### config.mk
export PLATFORM = sky130hd
export DESIGN_NAME = uart_tx
export DESIGN_NICKNAME = d
export VERILOG_FILES = /design/src/rtl/uart_tx.sv
export SDC_FILE = /design/constraint.sdc
export NUM_CORES = 1
export LEC_CHECK = 0
export ABC_AREA = 1
export CAP_MARGIN = 10
export CORE_MARGIN = 10
export CORE_UTILIZATION = 40
export CTS_CLUSTER_SIZE = 30
export DETAILED_ROUTE_END_ITERATION = 8
export MAX_ROUTING_LAYER = met4
export PLACE_DENSITY_LB_ADDON = 0.2
export SYNTH_ARGS = -nofsm -noshare
export SYNTH_HDL_FRONTEND = slang
export SYNTH_SLANG_ARGS = --single-unit
### constraint.sdc
create_clock -name clk -period 2.4 [get_ports clk]
set_input_delay 0.36 -clock clk [delete_from_list [all_inputs] [get_ports clk]]
set_output_delay 0.36 -clock clk [all_outputs]
set_load 0.01 [all_outputs]
### src/rtl/uart_tx.sv
// UART transmitter: start bit, 8 data bits LSB first, optional parity, then 1 or 2 stop bits.
// Each line bit lasts CLK_FREQ/BAUD clocks; the byte is taken in through a valid/ready handshake.
module uart_tx #(
    parameter int CLK_FREQ   = 50000000,
    parameter int BAUD       = 9600,
    parameter int PARITY_EN  = 0,
    parameter int PARITY_ODD = 0,
    parameter int STOP_BITS  = 1
) (
    input  logic       clk,
    input  logic       rst,
    input  logic [7:0] din,
    input  logic       din_valid,
    output logic       din_ready,
    output logic       tx,
    output logic       busy,
    output logic       done
);

    localparam int CPB = CLK_FREQ / BAUD;
    localparam int CW  = (CPB > 1) ? $clog2(CPB) : 1;
    localparam logic [CW-1:0] CNT_LAST  = CW'(CPB - 1);
    localparam logic [2:0]    STOP_LAST = 3'(STOP_BITS - 1);
    localparam logic          PAR_ODD   = 1'(PARITY_ODD);

    localparam logic [2:0] IDLE   = 3'd0;
    localparam logic [2:0] START  = 3'd1;
    localparam logic [2:0] DATA   = 3'd2;
    localparam logic [2:0] PARITY = 3'd3;
    localparam logic [2:0] STOP   = 3'd4;

    logic [2:0]    state_reg, state_next;
    logic [CW-1:0] cnt_reg, cnt_next;
    logic [2:0]    idx_reg, idx_next;
    logic [7:0]    data_reg, data_next;
    logic          tx_reg, tx_next;
    logic          busy_reg, busy_next;
    logic          done_reg, done_next;
    logic          bit_end;
    logic          parity_bit;

    assign bit_end    = (cnt_reg == CNT_LAST);
    assign parity_bit = (^data_reg) ^ PAR_ODD;

    // Ready is forced low while reset is held, even though the state already reads IDLE.
    assign din_ready = rst && (state_reg == IDLE);
    assign tx        = tx_reg;
    assign busy      = busy_reg;
    assign done      = done_reg;

    always_comb begin
        state_next = state_reg;
        cnt_next   = cnt_reg;
        idx_next   = idx_reg;
        data_next  = data_reg;
        tx_next    = tx_reg;
        busy_next  = busy_reg;
        done_next  = 1'b0;

        if (state_reg != IDLE) begin
            cnt_next = bit_end ? '0 : cnt_reg + 1'b1;
        end

        case (state_reg)
            IDLE: begin
                if (din_valid && din_ready) begin
                    data_next  = din;
                    state_next = START;
                    tx_next    = 1'b0;
                    busy_next  = 1'b1;
                    cnt_next   = '0;
                    idx_next   = 3'd0;
                end
            end
            START: begin
                if (bit_end) begin
                    state_next = DATA;
                    tx_next    = data_reg[0];
                    idx_next   = 3'd0;
                end
            end
            DATA: begin
                if (bit_end) begin
                    if (idx_reg == 3'd7) begin
                        idx_next = 3'd0;
                        if (PARITY_EN != 0) begin
                            state_next = PARITY;
                            tx_next    = parity_bit;
                        end else begin
                            state_next = STOP;
                            tx_next    = 1'b1;
                        end
                    end else begin
                        idx_next = idx_reg + 3'd1;
                        tx_next  = data_reg[idx_reg + 3'd1];
                    end
                end
            end
            PARITY: begin
                if (bit_end) begin
                    state_next = STOP;
                    tx_next    = 1'b1;
                    idx_next   = 3'd0;
                end
            end
            STOP: begin
                // The bit index is reused to count stop bits.
                if (bit_end) begin
                    if (idx_reg == STOP_LAST) begin
                        state_next = IDLE;
                        busy_next  = 1'b0;
                        done_next  = 1'b1;
                        idx_next   = 3'd0;
                    end else begin
                        idx_next = idx_reg + 3'd1;
                    end
                end
            end
            default: begin
                state_next = IDLE;
                tx_next    = 1'b1;
                busy_next  = 1'b0;
                cnt_next   = '0;
                idx_next   = 3'd0;
            end
        endcase
    end

    always_ff @(posedge clk or negedge rst) begin
        if (!rst) begin
            state_reg <= IDLE;
            cnt_reg   <= '0;
            idx_reg   <= 3'd0;
            data_reg  <= 8'd0;
            tx_reg    <= 1'b1;
            busy_reg  <= 1'b0;
            done_reg  <= 1'b0;
        end else begin
            state_reg <= state_next;
            cnt_reg   <= cnt_next;
            idx_reg   <= idx_next;
            data_reg  <= data_next;
            tx_reg    <= tx_next;
            busy_reg  <= busy_next;
            done_reg  <= done_next;
        end
    end

endmodule

==> results of run 1 <==
## routing by layer
layer	GRT usage (%)	up-vias
met3	3.29	4
li1	-	730
met1	11.7	585
met4	3.14	0
met5	-	-
met2	15.6	22
## through the flow
step | total power [mW] | utilization, % | worst slack [ns] | instances | area (µm²)
2_1_floorplan | 1.47 | - | 0.974 | 220 | 1670
3_3_place_gp | 1.68 | 46.4 | 0.456 | 284 | 1870
3_5_place_dp | 1.69 | 46.4 | 0.442 | 284 | 1870
4_1_cts | 2.11 | 48.7 | 0.364 | 292 | 1960
5_1_grt | 2.27 | 48.7 | 0.324 | 292 | 1960
6_report | 2.07 | 48.7 | 0.391 | 292 | 1960
## power by group through the flow
stage               registers, mW  clock network (mW)  logic [mW]
floorplan                   0.762                   0       0.707
global placement            0.778                   0       0.901
detailed placement          0.778                   0       0.909
CTS                         0.771               0.432       0.911
global route                0.790               0.460        1.02
finish                      0.773               0.411       0.891
## synth_stat cells, types with 3 or more instances
cell type,number
inv_2,3
nor2_2,4
dfrtp_1,29
nor2_1,23
nand3_1,18
ha_1,4
a21oi_1,6
nand2_1,72
o21ai_0,6
inv_1,28
o21ai_1,3
## final timing paths
path / from / end / slack [ns] / depth (start not counted)
worst max-delay path: state_reg[0] / din_ready / 0.39 / 4
worst min-delay path: data_reg[6] / data_reg[6] / 0.48 / 2
worst max register to register: state_reg[0] / idx_reg[0] / 0.72 / 9
worst min register to register: data_reg[6] / data_reg[6] / 0.48 / 2
max in group asynchronous: rst / tx / 1.56 / 2
min in group asynchronous: rst / cnt_reg[2] / 0.52 / 2
## critical path: stages, from the launching register on
cell and delay [ns]:
dfrtp_1 0.42, nor2_4 0.20, nand2_8 0.11, nor2_4 0.10, clkdlybuf4s50_1 0.54
## logic make-up after synthesis
logic type,count (synthesis),share of synthesized area (%)
and+or+nand+nor,132,36.7
buffers and inverters,33,7.88
DFF,30,45.1
AOI/OAI and AO/OA,20,6.83
adders and majority gates,4,3.00
xor gates and xnor gates,1,0.525
## cell type report
class	count	area share (%)
inverters	31	5.93
multi-input cells	157	40.0
flip-flops and latches	30	38.3
clock inverters	1	0.255
well taps	50	3.19
repair buffers	16	7.91
clock buffers	7	4.40
==> results.py, run 1 <==
metrics = {
    "clocking": {
        "cts_made_buffers": 5,
        "cts_root_buffer": "clkbuf_8",
        "clock_latency_ns": 0.27,
        "clock_sinks": 30,
        "clk_pin_slew_ns": 0.06,
        "hold_buffers": 0,
        "cts_buffer_depth": 2,
        "cts_htree_levels": 2,
        "cts_tree": "yes",
        "post_cts.repair.setup_buffers": 0,
        "cts-resized-gates": 0,
    },
    "sta": {
        "max_freq_mhz": 498,
        "final_max_slew_viol_count": 0,
        "tightestPinTransition_ns": 0.380,
        "finalSetupViolCount": 0,
        "max-slew-margin-rel_pct": 74.7,
        "finalHoldViolCount": 0,
        "timing.hold.ws_ns": 0.479,
        "min_period_over_period_pct": 83.7,
        "rsz0062_at_grt": "false",
        "setup_tns_ns": 0,
        "clock_skew_ns": 0.00421,
        "fin_crit_ns": 2.01,
    },
    "floorplanning": {
        "die_area_um2": 7150,
        "io_pins": 15,
        "rows": 23,
        "core_area_um2": 4030,
        "die_w_um": 84.6,
        "start_util_pct": 41.4,
        "dieHeight_um": 84.6,
    },
    "power_and_ir_drop": {
        "p_sw_share_pct": 41.1,
        "seq_power_share_pct": 37.2,
        "max-vdd-ir-drop_mv": 0.422,
        "clkPwrFrac_pct": 19.8,
        "switching_power_mw": 0.852,
        "p_leak_nw": 0.975,
        "power_density_nw_per_um2": 1060,
        "combPwrFrac_pct": 43.0,
        "intPower_mw": 1.22,
    },
    "routing": {
        "route.detailed.drc": 0,
        "antenna_left": 0,
        "route.met2.wl_um": 1460,
        "met1_length_um": 1590,
        "vias": 1341,
        "drtIter0Drc": 49,
        "met3_length_um": 108,
        "wl_per_cell_um": 10.9,
        "wirelength_um": 3200,
        "top_layer": "met4",
        "firstDrtPassIters": 4,
        "via_per_inst": 4.59,
    },
    "synthesis": {
        "synth_edf_count": 0,
        "synthArstFlopShare_pct": 100,
        "avgSynthCellArea_um2": 7.58,
        "synth_seq_cells": 30,
        "yosysSeqAreaShare_pct": 45.1,
        "yosys.area.top_type_share_pct": 43.5,
        "postSynthCellCount": 220,
        "synthTopCellsByArea": "dfrtp_1 44%, nand2_1 16%, inv_1 6.3%",
        "netlist_area_um2": 1670,
        "syn_nets": 235,
        "yosysWarnings": 0,
        "synth_flop_cell": "dfrtp_1",
        "yosysTopAreaCell": "dfrtp_1",
        "ys_types": 29,
    },
    "cells_and_area": {
        "areaGrowthSynthToFinish_pct": 17.6,
        "largest_reg_flops": 13,
        "regArea_um2": 752,
        "layout_common_cells": "72 x nand2_1, 29 x dfrtp_1, 28 x inv_1, 23 x nor2_1, 18 x nand3_1",
        "final_common_cell": "nand2_1",
        "diodes": 0,
        "final_nets": 256,
        "multi_input_area_um2": 785,
        "fillers": 400,
        "drive_gt1_share_pct": 11.6,
    },
    "status": {
        "outcome": "completed",
    },
    "critical_path": {
        "crit_type": "flop to output port",
        "critPathMaxFanout": 10,
        "required_ns": 2.04,
        "worstSetupStartpointType": "flop",
        "end_kind": "output port",
        "cp.arrival_ns": 1.65,
    },
    "placed_design": {
        "gp_congestion": 0.826,
        "hpwl_um": 2400,
        "io_buffers": 14,
    },
    "global_routing": {
        "antenna_found_initial": 0,
        "grt_max_degree": 31,
        "grt_pass1_wl_um": 5860,
        "grt_overflow": 0,
        "grt_pass1_vias": 1310,
        "track_usage_pct": 9.92,
    },
    "min_path": {
        "worst_hold_path_type": "flop to flop",
    },
    "job": {
        "maxCapViolCount": 0,
    },
}
(Power assumes the default switching activity.)
==> inputs of run 2 (changes only) <==
==> constraint.sdc (replaced) <==
create_clock -name clk -period 1.9 [get_ports clk]
set_input_delay 0.285 -clock clk [delete_from_list [all_inputs] [get_ports clk]]
set_output_delay 0.285 -clock clk [all_outputs]
set_load 0.01 [all_outputs]
==> results.py, run 2 (same netlist as run 1, synthesis figures left out) <==
metrics = {
    "status": {
        "outcome": "completed",
    },
    "critical_path": {
        "end_kind": "output port",
        "critPathMaxFanout": 10,
        "crit_type": "flop to output port",
        "reg2reg_depth": 9,
        "cp.arrival_ns": 1.35,
        "worstSetupStartpointType": "flop",
        "r2r-end": "idx_reg[0]",
        "slowest_stage": "dfrtp_1",
        "crit_buf_inv": 2,
        "reg2reg_from": "cnt_reg[0]",
        "rrSetupSlack_ns": 0.27,
        "cp_top_family": "buffers and inverters",
        "path_cells": "inv_2 -> nand2_8 -> nor2_4 -> dlygate4sd2_1",
        "max_stage_delay_ns": 0.42,
        "required_ns": 1.62,
    },
    "floorplanning": {
        "dieHeight_um": 84.6,
        "start_util_pct": 41.4,
        "core_area_um2": 4030,
        "io_pins": 15,
        "rows": 23,
        "die_w_um": 84.6,
        "die_area_um2": 7150,
    },
    "sta": {
        "finalSetupViolCount": 0,
        "fin_crit_ns": 1.64,
        "clock_skew_ns": 0.00749,
        "finalHoldViolCount": 0,
        "final_max_slew_viol_count": 0,
        "max-slew-margin-rel_pct": 75.0,
        "timing.hold.ws_ns": 0.434,
        "tightestPinTransition_ns": 0.375,
        "rsz0062_at_grt": "false",
        "min_period_over_period_pct": 86.2,
        "setup_tns_ns": 0,
        "max_freq_mhz": 611,
    },
    "routing": {
        "wirelength_um": 3390,
        "wl_per_cell_um": 11.5,
        "route.detailed.drc": 0,
        "vias": 1387,
        "drtIter0Drc": 33,
        "firstDrtPassIters": 4,
        "antenna_left": 0,
        "via_per_inst": 4.70,
    },
    "power_and_ir_drop": {
        "p_leak_nw": 0.993,
        "max-vdd-ir-drop_mv": 0.554,
        "total_power_mw": 2.67,
        "power_density_nw_per_um2": 1350,
    },
    "cells_and_area": {
        "multi_input_area_um2": 785,
        "fin_util_pct": 49.3,
        "stdcell_count": 295,
        "fillers": 436,
        "diodes": 0,
        "drive_gt1_share_pct": 12.7,
        "areaGrowthSynthToFinish_pct": 19.0,
        "final_common_cell": "nand2_1",
        "layout_common_cells": "72 x nand2_1, 29 x dfrtp_1, 28 x inv_1, 23 x nor2_1, 18 x nand3_1",
        "final_nets": 259,
        "largest_reg_flops": 13,
        "regArea_um2": 752,
    },
    "global_routing": {
        "grt_pass1_vias": 1481,
        "grt_max_degree": 31,
        "grt_overflow": 0,
        "antenna_found_initial": 0,
        "track_usage_pct": 10.6,
        "grt_pass1_wl_um": 6230,
    },
    "clocking": {
        "cts_tree": "yes",
        "hold_buffers": 0,
        "cts_made_buffers": 5,
        "cts_htree_levels": 2,
        "clk_pin_slew_ns": 0.07,
        "clock_latency_ns": 0.28,
        "cts_buffer_depth": 2,
        "clock_sinks": 30,
        "cts_root_buffer": "clkbuf_8",
    },
    "placed_design": {
        "io_buffers": 14,
        "dp_cells": 285,
        "gp_congestion": 0.807,
        "hpwl_um": 2520,
    },
    "job": {
        "maxCapViolCount": 0,
    },
    "min_path": {
        "worst_hold_path_type": "primary input to asynchronous set/reset pin",
    },
}
## run 2: worst max-delay path by stage
stage	from	slack [ns]	endpoint	depth (start not counted)
floorplan	idx_reg[0]	0.47	tx	10
global placement	rst	0.1	din_ready	4
detailed placement	rst	0.08	din_ready	4
CTS	cnt_reg[0]	0.19	idx_reg[0]	9
global route	cnt_reg[0]	0.007	state_reg[2]	9
finish	state_reg[2]	0.26	din_ready	4
## run 2: worst register-to-register path, stage by stage (launching register included)
cell and delay (ns):
dfrtp_1 0.40, ha_1 0.25, nand2_1 0.07, nor2_1 0.15, nand3_1 0.16, nand2_2 0.12, nand2_4 0.09, clkinv_2 0.16
nand3_1 0.09, o21ai_1 0.08
## run 2: per-stage QoR
step / area, µm² / setup WS (ns)
2_1_floorplan: 1670 / 0.474
3_3_place_gp: 1880 / 0.0987
3_5_place_dp: 1880 / 0.0823
4_1_cts: 1980 / 0.191
5_1_grt: 1980 / 0.00694
6_report: 1980 / 0.262
## run 2: timing repair
item	in CTS	in global routing
pin swaps	1	0
resized for setup	1	1
endpoints found under the setup margin	1	1
setup buffers	2	0
## run 2: cell type report
cell class	instances	share of cell area, %
clock buffers	7	4.35
clock inverters	1	0.252
inverters	31	5.93
multi-input cells	157	39.5
flip-flops and latches	30	37.9
well taps	50	3.15
repair buffers	19	8.89
## run 2: power by group
part           internal (mW)  leakage, nW  total [mW]  switching (mW)
combinational          0.446        0.551        1.16           0.717
sequential             0.829        0.394       0.974           0.144
clock                  0.292       0.0482       0.537           0.246
total                   1.57        0.993        2.67            1.11
## run 2: layer usage
layer	GRT usage, %	share of wire (%)	vias to the layer above
met5	-	0	-
met4	4.49	1.5	0
met3	2.71	2.2	5
met2	17.6	48	15
met1	11.8	48	631
li1	-	-	736
